`src/rtl/dm_arbiter_if.sv`:
```
// ============================================================================
// Module      : dm_arbiter_if
// Description : Bus bundle between the two data-memory requesters (port A =
//               pipeline MEM stage, port B = loader/debug), the arbiter and
//               the data memory.
// Revision    : 1.0 - initial release
// ============================================================================
`default_nettype none

interface dm_arbiter_if;
    // Port A request side
    logic        req_a;
    logic        we_a;
    logic [31:0] addr_a;
    logic [31:0] wdata_a;
    logic [1:0]  ls_bit_a;
    logic        ext_op_a;
    // Port A response side
    logic        gnt_a;
    logic        ack_a;
    logic        err_a;
    logic [31:0] rdata_a;
    logic        stall_a;

    // Port B request side
    logic        req_b;
    logic        we_b;
    logic [31:0] addr_b;
    logic [31:0] wdata_b;
    logic [1:0]  ls_bit_b;
    logic        ext_op_b;
    logic        lock_b;
    // Port B response side
    logic        gnt_b;
    logic        ack_b;
    logic        err_b;
    logic [31:0] rdata_b;

    // Memory side
    logic        mem_we;
    logic [31:0] mem_addr;
    logic [31:0] mem_wdata;
    logic [1:0]  mem_ls_bit;
    logic        mem_ext_op;
    logic [31:0] mem_rdata;

    // Arbiter view
    modport slave (
        input  req_a, we_a, addr_a, wdata_a, ls_bit_a, ext_op_a,
        output gnt_a, ack_a, err_a, rdata_a, stall_a,
        input  req_b, we_b, addr_b, wdata_b, ls_bit_b, ext_op_b, lock_b,
        output gnt_b, ack_b, err_b, rdata_b,
        output mem_we, mem_addr, mem_wdata, mem_ls_bit, mem_ext_op,
        input  mem_rdata
    );

    // Requester / memory view
    modport master (
        output req_a, we_a, addr_a, wdata_a, ls_bit_a, ext_op_a,
        input  gnt_a, ack_a, err_a, rdata_a, stall_a,
        output req_b, we_b, addr_b, wdata_b, ls_bit_b, ext_op_b, lock_b,
        input  gnt_b, ack_b, err_b, rdata_b,
        input  mem_we, mem_addr, mem_wdata, mem_ls_bit, mem_ext_op,
        output mem_rdata
    );
endinterface

`default_nettype wire

```
`src/rtl/dm_arbiter.sv`:
```
// ============================================================================
// Module      : dm_arbiter
// Description : Two-port data-memory arbiter. Port A has default priority,
//               port B is protected against starvation and may lock the
//               memory for bounded bursts. Misaligned / out-of-range
//               requests are granted but answered with an error ack.
// Revision    : 1.0 - initial release
// ============================================================================
`default_nettype none

module dm_arbiter #(
    parameter int STARVE_LIMIT = 4,
    parameter int MAX_BURST    = 8
) (
    input  wire logic    clock,
    input  wire logic    reset_n,
    dm_arbiter_if.slave  bus
);

    localparam int C_SW = (STARVE_LIMIT < 1) ? 1 : $clog2(STARVE_LIMIT + 1);
    localparam int C_BW = (MAX_BURST < 1) ? 1 : $clog2(MAX_BURST + 1);

    localparam logic [C_SW-1:0] C_STARVE_MAX = C_SW'(STARVE_LIMIT);
    localparam logic [C_BW-1:0] C_BURST_MAX  = C_BW'(MAX_BURST);
    localparam logic [C_BW-1:0] C_BURST_ONE  = C_BW'(1);

    typedef enum logic [0:0] {
        ST_IDLE    = 1'b0,
        ST_BURST_B = 1'b1
    } state_t;

    state_t          r_state;
    state_t          w_state_next;
    logic [C_SW-1:0] r_starve_cnt;
    logic [C_SW-1:0] w_starve_next;
    logic [C_BW-1:0] r_burst_cnt;
    logic [C_BW-1:0] w_burst_next;
    logic [C_BW-1:0] w_beats;
    logic            r_a_prio;
    logic            w_a_prio_next;

    logic            w_gnt_a_raw;
    logic            w_gnt_b_raw;
    logic            w_gnt_a;
    logic            w_gnt_b;
    logic            w_bad_a;
    logic            w_bad_b;

    logic            r_ack_a;
    logic            r_err_a;
    logic [31:0]     r_rdata_a;
    logic            r_ack_b;
    logic            r_err_b;
    logic [31:0]     r_rdata_b;

    // A request is rejected if it leaves the 4 KB window, uses the illegal
    // size code, or is not naturally aligned for its size.
    function automatic logic f_bad(input logic [31:0] addr, input logic [1:0] ls);
        f_bad = (addr[31:12] != 20'd0)
             || (ls == 2'b11)
             || ((ls == 2'b00) && (addr[1:0] != 2'b00))
             || ((ls == 2'b01) && addr[0]);
    endfunction

    assign w_bad_a = f_bad(bus.addr_a, bus.ls_bit_a);
    assign w_bad_b = f_bad(bus.addr_b, bus.ls_bit_b);

    // Grant selection and burst FSM next-state
    always_comb begin
        w_gnt_a_raw   = 1'b0;
        w_gnt_b_raw   = 1'b0;
        w_state_next  = r_state;
        w_burst_next  = r_burst_cnt;
        w_a_prio_next = 1'b0;
        w_beats       = r_burst_cnt;
        case (r_state)
            ST_IDLE: begin
                // B wins when A is absent, or when B has starved long enough
                // and A was not just robbed by a maximal burst.
                if (bus.req_b && (!bus.req_a ||
                    ((r_starve_cnt == C_STARVE_MAX) && !r_a_prio))) begin
                    w_gnt_b_raw = 1'b1;
                end else begin
                    w_gnt_a_raw = bus.req_a;
                end
                w_burst_next = '0;
                if (w_gnt_b_raw && bus.lock_b) begin
                    if (C_BURST_ONE < C_BURST_MAX) begin
                        w_state_next = ST_BURST_B;
                        w_burst_next = C_BURST_ONE;
                    end else begin
                        // A one-beat burst is already complete.
                        w_a_prio_next = 1'b1;
                    end
                end
            end
            ST_BURST_B: begin
                w_gnt_b_raw = bus.req_b;
                w_beats     = r_burst_cnt + (bus.req_b ? C_BURST_ONE : '0);
                if (bus.req_b && bus.lock_b && (w_beats < C_BURST_MAX)) begin
                    w_burst_next = w_beats;
                end else begin
                    w_state_next  = ST_IDLE;
                    w_burst_next  = '0;
                    w_a_prio_next = (w_beats == C_BURST_MAX);
                end
            end
            default: begin
                w_state_next = ST_IDLE;
                w_burst_next = '0;
            end
        endcase
    end

    // No grant may leave the arbiter while reset is held.
    assign w_gnt_a = w_gnt_a_raw & reset_n;
    assign w_gnt_b = w_gnt_b_raw & reset_n;

    // Starvation counter: counts waiting cycles of B, saturating
    always_comb begin
        w_starve_next = '0;
        if (bus.req_b && !w_gnt_b_raw) begin
            w_starve_next = (r_starve_cnt == C_STARVE_MAX) ? r_starve_cnt
                                                           : r_starve_cnt + C_SW'(1);
        end
    end

    // Route the granted port onto the memory bus; rejected requests never write
    always_comb begin
        bus.mem_we     = 1'b0;
        bus.mem_addr   = 32'd0;
        bus.mem_wdata  = 32'd0;
        bus.mem_ls_bit = 2'b00;
        bus.mem_ext_op = 1'b0;
        if (w_gnt_a) begin
            bus.mem_we     = bus.we_a & ~w_bad_a;
            bus.mem_addr   = bus.addr_a;
            bus.mem_wdata  = bus.wdata_a;
            bus.mem_ls_bit = bus.ls_bit_a;
            bus.mem_ext_op = bus.ext_op_a;
        end else if (w_gnt_b) begin
            bus.mem_we     = bus.we_b & ~w_bad_b;
            bus.mem_addr   = bus.addr_b;
            bus.mem_wdata  = bus.wdata_b;
            bus.mem_ls_bit = bus.ls_bit_b;
            bus.mem_ext_op = bus.ext_op_b;
        end
    end

    // Arbitration state registers
    always_ff @(posedge clock or negedge reset_n) begin
        if (!reset_n) begin
            r_state      <= ST_IDLE;
            r_starve_cnt <= '0;
            r_burst_cnt  <= '0;
            r_a_prio     <= 1'b0;
        end else begin
            r_state      <= w_state_next;
            r_starve_cnt <= w_starve_next;
            r_burst_cnt  <= w_burst_next;
            r_a_prio     <= w_a_prio_next;
        end
    end

    // Response registers: one-cycle ack/err pulse following each grant
    always_ff @(posedge clock or negedge reset_n) begin
        if (!reset_n) begin
            r_ack_a   <= 1'b0;
            r_err_a   <= 1'b0;
            r_rdata_a <= 32'd0;
            r_ack_b   <= 1'b0;
            r_err_b   <= 1'b0;
            r_rdata_b <= 32'd0;
        end else begin
            r_ack_a   <= w_gnt_a;
            r_err_a   <= w_gnt_a & w_bad_a;
            r_rdata_a <= (w_gnt_a && !w_bad_a && !bus.we_a) ? bus.mem_rdata : 32'd0;
            r_ack_b   <= w_gnt_b;
            r_err_b   <= w_gnt_b & w_bad_b;
            r_rdata_b <= (w_gnt_b && !w_bad_b && !bus.we_b) ? bus.mem_rdata : 32'd0;
        end
    end

    assign bus.gnt_a   = w_gnt_a;
    assign bus.gnt_b   = w_gnt_b;
    assign bus.stall_a = bus.req_a & ~w_gnt_a;
    assign bus.ack_a   = r_ack_a;
    assign bus.err_a   = r_err_a;
    assign bus.rdata_a = r_rdata_a;
    assign bus.ack_b   = r_ack_b;
    assign bus.err_b   = r_err_b;
    assign bus.rdata_b = r_rdata_b;

endmodule

`default_nettype wire
```
`src/flat_wrapper.sv`:
```
// flat-port wrapper written by rule: the top's interface ports become plain ports
module dm_arbiter_flat 
#(
    parameter int STARVE_LIMIT = 4,
    parameter int MAX_BURST    = 8
)
  (clock, reset_n, bus_req_a, bus_we_a, bus_addr_a, bus_wdata_a, bus_ls_bit_a, bus_ext_op_a, bus_gnt_a, bus_ack_a, bus_err_a, bus_rdata_a, bus_stall_a, bus_req_b, bus_we_b, bus_addr_b, bus_wdata_b, bus_ls_bit_b, bus_ext_op_b, bus_lock_b, bus_gnt_b, bus_ack_b, bus_err_b, bus_rdata_b, bus_mem_we, bus_mem_addr, bus_mem_wdata, bus_mem_ls_bit, bus_mem_ext_op, bus_mem_rdata);
  dm_arbiter_if bus_i ();
  input  wire logic clock;
  input  wire logic reset_n;
  input wire logic [$bits(bus_i.req_a)-1:0] bus_req_a;
  input wire logic [$bits(bus_i.we_a)-1:0] bus_we_a;
  input wire logic [$bits(bus_i.addr_a)-1:0] bus_addr_a;
  input wire logic [$bits(bus_i.wdata_a)-1:0] bus_wdata_a;
  input wire logic [$bits(bus_i.ls_bit_a)-1:0] bus_ls_bit_a;
  input wire logic [$bits(bus_i.ext_op_a)-1:0] bus_ext_op_a;
  output wire logic [$bits(bus_i.gnt_a)-1:0] bus_gnt_a;
  output wire logic [$bits(bus_i.ack_a)-1:0] bus_ack_a;
  output wire logic [$bits(bus_i.err_a)-1:0] bus_err_a;
  output wire logic [$bits(bus_i.rdata_a)-1:0] bus_rdata_a;
  output wire logic [$bits(bus_i.stall_a)-1:0] bus_stall_a;
  input wire logic [$bits(bus_i.req_b)-1:0] bus_req_b;
  input wire logic [$bits(bus_i.we_b)-1:0] bus_we_b;
  input wire logic [$bits(bus_i.addr_b)-1:0] bus_addr_b;
  input wire logic [$bits(bus_i.wdata_b)-1:0] bus_wdata_b;
  input wire logic [$bits(bus_i.ls_bit_b)-1:0] bus_ls_bit_b;
  input wire logic [$bits(bus_i.ext_op_b)-1:0] bus_ext_op_b;
  input wire logic [$bits(bus_i.lock_b)-1:0] bus_lock_b;
  output wire logic [$bits(bus_i.gnt_b)-1:0] bus_gnt_b;
  output wire logic [$bits(bus_i.ack_b)-1:0] bus_ack_b;
  output wire logic [$bits(bus_i.err_b)-1:0] bus_err_b;
  output wire logic [$bits(bus_i.rdata_b)-1:0] bus_rdata_b;
  output wire logic [$bits(bus_i.mem_we)-1:0] bus_mem_we;
  output wire logic [$bits(bus_i.mem_addr)-1:0] bus_mem_addr;
  output wire logic [$bits(bus_i.mem_wdata)-1:0] bus_mem_wdata;
  output wire logic [$bits(bus_i.mem_ls_bit)-1:0] bus_mem_ls_bit;
  output wire logic [$bits(bus_i.mem_ext_op)-1:0] bus_mem_ext_op;
  input wire logic [$bits(bus_i.mem_rdata)-1:0] bus_mem_rdata;
  assign bus_i.req_a = bus_req_a;
  assign bus_i.we_a = bus_we_a;
  assign bus_i.addr_a = bus_addr_a;
  assign bus_i.wdata_a = bus_wdata_a;
  assign bus_i.ls_bit_a = bus_ls_bit_a;
  assign bus_i.ext_op_a = bus_ext_op_a;
  assign bus_gnt_a = bus_i.gnt_a;
  assign bus_ack_a = bus_i.ack_a;
  assign bus_err_a = bus_i.err_a;
  assign bus_rdata_a = bus_i.rdata_a;
  assign bus_stall_a = bus_i.stall_a;
  assign bus_i.req_b = bus_req_b;
  assign bus_i.we_b = bus_we_b;
  assign bus_i.addr_b = bus_addr_b;
  assign bus_i.wdata_b = bus_wdata_b;
  assign bus_i.ls_bit_b = bus_ls_bit_b;
  assign bus_i.ext_op_b = bus_ext_op_b;
  assign bus_i.lock_b = bus_lock_b;
  assign bus_gnt_b = bus_i.gnt_b;
  assign bus_ack_b = bus_i.ack_b;
  assign bus_err_b = bus_i.err_b;
  assign bus_rdata_b = bus_i.rdata_b;
  assign bus_mem_we = bus_i.mem_we;
  assign bus_mem_addr = bus_i.mem_addr;
  assign bus_mem_wdata = bus_i.mem_wdata;
  assign bus_mem_ls_bit = bus_i.mem_ls_bit;
  assign bus_mem_ext_op = bus_i.mem_ext_op;
  assign bus_i.mem_rdata = bus_mem_rdata;
  dm_arbiter #(.STARVE_LIMIT(STARVE_LIMIT), .MAX_BURST(MAX_BURST)) u_core (.clock(clock), .reset_n(reset_n), .bus(bus_i));
endmodule
```
`config.mk`:
```
export PLATFORM = sky130hd
export DESIGN_NAME = dm_arbiter_flat
export DESIGN_NICKNAME = d
export VERILOG_FILES = /design/src/rtl/dm_arbiter_if.sv /design/src/rtl/dm_arbiter.sv /design/src/flat_wrapper.sv
export SDC_FILE = /design/constraint.sdc
export NUM_CORES = 1
export LEC_CHECK = 0
export ABC_AREA = 1
export ABC_CLOCK_PERIOD_IN_PS = 5200
export CORE_AREA = 2 2 120 122
export DETAILED_ROUTE_END_ITERATION = 8
export DIE_AREA = 0 0 122 124
export PLACE_DENSITY = 0.8
export SETUP_SLACK_MARGIN = 0.3
export SLEW_MARGIN = 10
export SYNTH_ARGS = -nofsm -noshare
export SYNTH_HDL_FRONTEND = slang
export SYNTH_SLANG_ARGS = --single-unit
export TNS_END_PERCENT = 5
```
`constraint.sdc`:
```
create_clock -name clock -period 5.2 [get_ports clock]
set_input_delay 1.56 -clock clock [delete_from_list [all_inputs] [get_ports clock]]
set_output_delay 1.56 -clock clock [all_outputs]
set_load 0.01 [all_outputs]
```
---- Word-level counts from Yosys, hierarchy flattened ----
Index checks and enable logic that the tools add are counted.
word-level totals
  bits in latches ......................... 0
  bits in read-only memories .............. 0
  register bits ........................... 77
  input bits .............................. 173
  memories kept ........................... 0
  memory bits (writable) .................. 0
operators by class
  shifts and indexed selects .............. 0
  mux-type cells .......................... 28
  magnitude comparators ................... 1
  div/mod/pow operators ................... 0
  $add $sub $neg .......................... 2
  $mul .................................... 0
  bitwise gates (word level) .............. 11
  equal/unequal tests ..................... 7
  reduce and logical (&&, ||, !) cells .... 34
operators with widths
  cell                                                             number
  32-bit two-way mux                                               6
  20-bit nonzero test                                              2
  1-bit logical AND                                                14
  1-bit two-way mux                                                13
  4-bit one-hot mux with 2 select lines                            1
  1-bit AND                                                        7
  1-bit logical NOT                                                7
  1-bit logical OR                                                 7
  3-bit two-way mux                                                2
  1-bit one-hot mux with 2 select lines                            3
  4-bit adder                                                      1
  2-bit by 1-bit == test with 1-bit output, second input constant  2
  2-bit == test, second input constant                             2
  4-bit == test, second input constant                             1
  2-bit logical NOT                                                2
  4-bit less-than comparator, second input constant                1
  2-bit two-way mux                                                2
  4-bit two-way mux                                                1
  1-bit inverter                                                   4
  2-bit nonzero test                                               2
  3-bit by 1-bit adder with 3-bit output, second input constant    1
  3-bit == test, second input constant                             1
  2-bit != test, second input constant                             1

---- Logic depth before layout (Yosys ltp) ----
Gate-level depths: netlist of run 1.
  depth after elaboration ................. 11
  depth in mapped cells ................... 11

---- Worst setup path before layout of run 1 ----
Ideal clock, no wire load.
  kind .................................... input port to output port
  start point ............................. input port bus_req_a
  end point ............................... output port bus_mem_addr[10]
  arrival time ............................ 2377 ps
  required time ........................... 3640 ps
  stages .................................. 8
  setup slack ............................. 1263 ps
  buffers on the path ..................... 2
  cell sequence ........................... inv_1 nor3_2 nand2_2 inv_2 buf_6 buf_6 nand2_1 nand2_1
on the way
  cells in the longest elaborated chain, start to end .. 9
ends and longest elaborated chain
  what                                   line                source
  start: declaration                     flat_wrapper.sv:11  input wire logic [$bits(bus_i.req_a)-1:0] bus_req_a;
  1-bit logical NOT                      dm_arbiter.sv:80    if (bus.req_b && (!bus.req_a ||
  1-bit logical OR                       dm_arbiter.sv:80
  1-bit logical AND                      dm_arbiter.sv:80
  1-bit two-way mux                      dm_arbiter.sv:80
  1-bit two-way mux                      dm_arbiter.sv:76    case (r_state)
  1-bit one-hot mux with 2 select lines  dm_arbiter.sv:76
  1-bit AND                              dm_arbiter.sv:117   assign w_gnt_b = w_gnt_b_raw & reset_n;
  32-bit two-way mux                     dm_arbiter.sv:141   end else if (w_gnt_b) begin
  32-bit two-way mux *                   dm_arbiter.sv:135   if (w_gnt_a) begin
  end: declaration                       flat_wrapper.sv:34  output wire logic [$bits(bus_i.mem_addr)-1:0] bus_mem_addr;
Mark *: on every way between the ends. The rest lies on a longest branch, timed or not. The select of a mux whose other input is x is not followed.

---- Final worst setup path of run 1 ----
  start point ............................. input port bus_req_a
  end point ............................... output port bus_mem_wdata[12]
on the way
  cells in the longest elaborated chain, start to end .. 9
ends and longest elaborated chain
  what                                   line                source
  1-bit logical NOT                      dm_arbiter.sv:80
  1-bit logical OR                       dm_arbiter.sv:80
  1-bit logical AND                      dm_arbiter.sv:80
  1-bit two-way mux                      dm_arbiter.sv:80
  1-bit two-way mux                      dm_arbiter.sv:76
  1-bit one-hot mux with 2 select lines  dm_arbiter.sv:76
  1-bit AND                              dm_arbiter.sv:117
  32-bit two-way mux                     dm_arbiter.sv:141
  32-bit two-way mux *                   dm_arbiter.sv:135
  end: declaration                       flat_wrapper.sv:35  output wire logic [$bits(bus_i.mem_wdata)-1:0] bus_mem_wdata;
Marks and branches as above.

==> results.ini, run 1 <==
[synth]
yosysWarnings=0
synth_seq_cells=77
syn_area_mm2=0.003756
ys_types=23
ys_seq_area_frac=0.5130
syn_inst=499
syn_nets=676
avgSynthCellArea_um2=7.527

[sta]
tightest_slew_ps=915.5
relSlewSlack=0.3897
skew_ps=6.255
slew_violations=0
setup_viol=0
timing.final.crit_period_ps=5032
fin_crit_sh=0.9676
rsz0062_at_grt=true
setup-tns-final_ps=0
max_freq_ghz=0.1987
hold_viol=0

[die]
start_util=0.2738
coreArea_mm2=0.01372
rows=43
dieArea_mm2=0.01513
chipHeight_um=124
ios=312
die_w_um=122

[placed_design]
port_buffers=311
dp_hpwl_um=10960
dpl-instance-area_mm2=0.007004
place_congestion=0.8355

[grt]
grt_max_degree=78
grt_antenna_before_repair=0
grt_first_pass_wirelength_um=19770
gr-usage-all-layers=0.1720
grt_pass1_vias=3982
overflow=0

[critical_path]
worstPathArrival_ps=3470
rrSetupSlack_ps=2800
critPathMaxStageDelay_ps=570
crit_path_start_kind=input port
crit_required_ps=3640
critical_path_buf_inv_count=3
worstPathCellList=clkdlybuf4s50_1 > nand2_1 > nand2_2 > a21oi_4 > buf_12 > nand2_1 > nand2_1 > clkdlybuf4s50_1
crit_family=buffers and inverters
cp_slowest_cell=clkdlybuf4s50_1
cp_common_cell=nand2_1
critPathMaxFanout=30
path_class=in -> out
crit_path_end_kind=output pin

[route]
dr.max_layer_used=met4
met1_length_um=5297
drc=0
via_count=4212
final_antenna_net_count=0
wire_per_inst_um=13.96
wl_um=13970
wl_met2_um=7262
met3WireLength_um=1278
vias_per_cell=4.208
firstDrtPassIters=4
detailedRoute.firstIterationViolations=151

[cells_and_area]
syn2layout_area_growth_pct=96.70
final_common_cell=clkdlybuf4s50_1
finalInstanceArea_mm2=0.007388
drive_above_1_share=0.04750
diodes=0
final_cell_mix=clkdlybuf4s50_1 (306), nand2_1 (214), nor2_1 (96)
nNetsFinal=993

[hold_path]
min_path_type=reg -> reg

[job]
maxCapViolCount=0

[clock_tree]
cts_buffers=9
clkLatencyLatePin_ps=330
htreeDepth=3
cts_tree=built
clock_path_buffers=2
cts_sinks=77
clk_pin_slew_ps=50
hold_buffers=0
root_buffer=clkbuf_16

[status]
status=finished clean

[power_and_ir_drop]
p_per_area_mw_per_mm2=204.3
p_leak_nw=3.617
peakVddDrop_mv=0.1232

tightest hold or removal path: stages, from the launching register on:
cell	delay [ps]
dfrtp_1	350
xor2_1	90
inv_1	50
nor2_1	40
power breakdown:
part	leakage [nW]	switching [mW]	total (mW)	internal [mW]
Combinational	2.42	0.134	0.343	0.209
Sequential	1.07	0.00246	0.606	0.604
Clock	0.128	0.225	0.561	0.335
state kept, by name (all words and copies together) (netlist names), 3 cells and up:
name and flops:
u_core.r_starve_cnt 3, u_core.bus.rdata_b 32, u_core.bus.rdata_a 32, u_core.r_burst_cnt 4
cells in the mapped netlist, drive strengths merged:
| cell type | instances | area share |
|---|---|---|
| nand2 | 216 | 0.22 |
| nor2 | 97 | 0.097 |
| dfrtp | 77 | 0.51 |
| inv | 54 | 0.054 |
| buf | 20 | 0.050 |
| nand3 | 10 | 0.018 |
| o21ai | 6 | 0.0080 |
| a21oi | 4 | 0.0083 |
| ha | 4 | 0.013 |
| xor2 | 3 | 0.0070 |
| nor3 | 2 | 0.0040 |
| o22ai | 2 | 0.0033 |
| conb | 1 | 0.0010 |
| nand3b | 1 | 0.0020 |
| nand4 | 1 | 0.0017 |
| xnor2 | 1 | 0.0023 |
cell type report:
cell class | instances | area [µm²]
Fill cell | 1249 | 6331
Clock inverter | 5 | 36.28
Multi-Input combinational cell | 348 | 1441
Clock buffer | 11 | 242.7
Timing Repair Buffer | 326 | 3308
Tap cell | 180 | 225.2
Sequential cell | 77 | 1927
Inverter | 54 | 207.7
cells by family (layout without fill, tap and decap cells):
kind of cell | Yosys count | count (layout) | share of synthesized area
and+or+nand+nor | 327 | 327 | 0.3398
DFF | 77 | 77 | 0.5130
buffers and inverters | 74 | 396 | 0.1039
AOI/OAI and AO/OA | 12 | 12 | 0.01965
adders and majority gates | 4 | 4 | 0.01332
xor gates and xnor gates | 4 | 4 | 0.009329
other | 1 | 1 | 0.0009984
stage by stage:
stage               total power, mW  std cells  utilization  hold WS (ps)  setup slack (ps)
floorplan                    0.7152        499            -         525.9              1263
global placement             0.9482        980       0.5105         553.3             49.67
detailed placement           0.9502        980       0.5105         550.4             31.12
CTS                           1.529       1001       0.5380         560.1             158.9
global route                  1.581       1001       0.5385         601.9             73.11
finish                        1.510       1001       0.5385         559.7             168.3
worst paths after layout:
kind | startpoint | end | depth (start not counted)
setup reg to reg | u_core.r_starve_cnt[0]$_DFFE_PN0P_ | u_core.bus.rdata_a[31]$_DFF_PN0_ | 10
min in group asynchronous | reset_n | u_core.bus.ack_a$_DFF_PN0_ | 2
hold reg to reg | u_core.r_burst_cnt[2]$_DFF_PN0_ | u_core.r_burst_cnt[2]$_DFF_PN0_ | 3
hold / removal | u_core.r_burst_cnt[2]$_DFF_PN0_ | u_core.r_burst_cnt[2]$_DFF_PN0_ | 3
setup / recovery | bus_req_a | bus_mem_wdata[12] | 8
max in group asynchronous | reset_n | u_core.bus.rdata_a[30]$_DFF_PN0_ | 2
repair_timing:
action / CTS / global route
resized for setup: 5 / 3
buffers inserted: 3 / 0
pin swaps: 2 / 0
endpoints found under the setup margin: 69 / 67
gates cloned: 2 / 0
metal layers:
layer  up-vias  global-route usage
met2       200              0.3135
met5         -                   0
met3        13             0.05540
li1       2106                   -
met4         0             0.04598
met1      1893              0.1932
Note: power is estimated with default switching activity, not from simulation.
==> inputs of run 2 (changes only) <==
Settings changed: ABC_CLOCK_PERIOD_IN_PS 5200 to 5600.
Clock period 5.2 ns to 5.6 ns, I/O delays scaled along.
==> run 2 against run 1 <==
Non-clock buffer count shrank 2. Hold slack gained 5.1 ps. Die area is the same. Clock skew is essentially flat. Critical endpoint is now bus_mem_addr[21]. Highest routed layer unchanged.
==> results.ini, run 2 (synthesis results as in run 1) <==
[clock_tree]
cts_buffers=9  ; unchanged
clkLatencyLatePin_ps=330  ; about the same
cts_sinks=77  ; unchanged
clk_pin_slew_ps=60  ; about the same
cts_tree=built
clock_path_buffers=2  ; unchanged
root_buffer=clkbuf_16
htreeDepth=3  ; unchanged

[grt]
grt_max_degree=78  ; unchanged
use_met3=0.05723  ; +0.001832
grt_first_pass_wirelength_um=20080  ; +1.6%
overflow=0  ; unchanged
met1_usage=0.2019  ; +0.008760
met2_usage=0.3062  ; -0.007332
grt_pass1_vias=3975  ; -0.18%
gr-usage-all-layers=0.1748  ; +0.002790
grt_busiest_layer=met2
grt_antenna_before_repair=0  ; unchanged

[die]
rows=43  ; unchanged
start_util=0.2738  ; unchanged
die_w_um=122  ; unchanged
chipHeight_um=124  ; unchanged
dieArea_mm2=0.01513  ; unchanged
ios=312  ; unchanged
coreArea_mm2=0.01372  ; unchanged

[critical_path]
crit_required_ps=3920  ; +280 ps
cp_slowest_cell=clkdlybuf4s50_1
worstPathArrival_ps=3590  ; +120 ps
crit_family=buffers and inverters
cp_common_cell=nand2_1
critical_path_buf_inv_count=4  ; +1
critPathMaxFanout=30  ; unchanged
path_class=in -> out
crit_path_end_kind=output pin
critPathMaxStageDelay_ps=550  ; -20 ps
crit_path_start_kind=input port
worstPathCellList=clkdlybuf4s50_1 > nand2_1 > nand2_2 > a21oi_4 > buf_12 > buf_16 > nand2_1 > nand2_1 > clkdlybuf4s50_1

[cells_and_area]
regArea_mm2=0.001927  ; unchanged
nNetsFinal=991  ; -0.20%
diodes=0  ; unchanged
syn2layout_area_growth_pct=97.17
fillCellCount=1243  ; -0.48%
drive_above_1_share=0.04518  ; -0.002326
final_cell_mix=clkdlybuf4s50_1 (306), nand2_1 (214), nor2_1 (97)
final_common_cell=clkdlybuf4s50_1
multi_input_area_mm2=0.001439  ; -0.17%

[sta]
setup_viol=0  ; unchanged
fin_crit_sh=0.9411
tightest_slew_ps=945.3  ; +29.85 ps
relSlewSlack=0.3698  ; -0.01990
max_freq_ghz=0.1898
timing.final.crit_period_ps=5270
slew_violations=0  ; unchanged
hold_viol=0  ; unchanged
setup-tns-final_ps=0  ; unchanged
skew_ps=6.335  ; +0.08033 ps
rsz0062_at_grt=true

[power_and_ir_drop]
finalPower_mw=1.464  ; -3.1%
peakVddDrop_mv=0.1102  ; -11%
p_per_area_mw_per_mm2=197.6  ; -3.3%
p_leak_nw=3.646  ; +0.82%

[route]
detailedRoute.firstIterationViolations=154  ; +2.0%
drc=0  ; unchanged
final_antenna_net_count=0  ; unchanged
vias_per_cell=4.210  ; about the same
wl_um=14130  ; +1.1%
via_count=4206  ; -0.14%
firstDrtPassIters=6  ; +2
wire_per_inst_um=14.14  ; +1.3%

[placed_design]
port_buffers=311  ; unchanged
dp_hpwl_um=11010  ; +0.44%
place_congestion=0.8250  ; -1.3%

[status]
status=finished clean

[job]
maxCapViolCount=0  ; unchanged

[hold_path]
min_path_type=reg -> reg

[run 2: power breakdown]
group | internal (mW) | leakage [nW] | switching (mW)
clock | 0.370 | 0.156 | 0.213
combinational | 0.193 | 2.42 | 0.124
sequential | 0.561 | 1.07 | 0.00222
total | 1.12 | 3.65 | 0.340
[run 2: final timing paths]
check	to	slack (ps)	depth (start not counted)	startpoint
min in group asynchronous	u_core.r_state$_DFF_PN0_	1620	2	reset_n
hold / removal	u_core.r_starve_cnt[1]$_DFFE_PN0P_	560	2	u_core.r_starve_cnt[1]$_DFFE_PN0P_
hold reg to reg	u_core.r_starve_cnt[1]$_DFFE_PN0P_	560	2	u_core.r_starve_cnt[1]$_DFFE_PN0P_
setup reg to reg	u_core.bus.rdata_a[31]$_DFF_PN0_	3170	10	u_core.r_starve_cnt[0]$_DFFE_PN0P_
setup / recovery	bus_mem_addr[21]	330	9	bus_req_a
max in group asynchronous	u_core.bus.rdata_b[24]$_DFF_PN0_	3360	2	reset_n
[run 2: repair_timing]
| action | in CTS | in global routing |
|---|---|---|
| gates cloned | 2 | 0 |
| gates resized for setup | 4 | 4 |
| setup buffers | 2 | 0 |
| endpoints found under the setup margin | 40 | 61 |
| hold buffers | 0 | 0 |
| pin swaps | 1 | 2 |
[run 2: cell type report]
cell class | instances | area share
tap | 180 | 0.03041
clock buffer | 11 | 0.03413
multi-input combinational | 348 | 0.1943
inverter | 54 | 0.02805
timing repair buffer | 324 | 0.4452
sequential | 77 | 0.2602
clock inverter | 5 | 0.007772
[run 2: worst min-delay path, delay by kind of cell, from the launching register on]
family | cells | cell delay (ps)
flip-flops | 1 | 390
AND/OR/NAND/NOR | 1 | 70
AO/OA/AOI/OAI | 1 | 60
[run 2: metrics by stage]
step,setup slack [ps],cells,instance area (µm²),hold slack [ps],utilization
after floorplan,1423,499,3756,525.9,-
after global placement,194.6,979,6997,554.0,0.5100
after detailed placement,200.4,979,6997,556.0,0.5100
after CTS,267.1,999,7398,565.6,0.5393
after global routing,212.7,999,7406,589.0,0.5398
final,330.0,999,7406,564.8,0.5398
[run 2: metal layers]
layer,share of wire,vias to the layer above
met5,0,-
met4,0.017,0
met3,0.094,22
met2,0.51,207
met1,0.38,1879
li1,-,2098
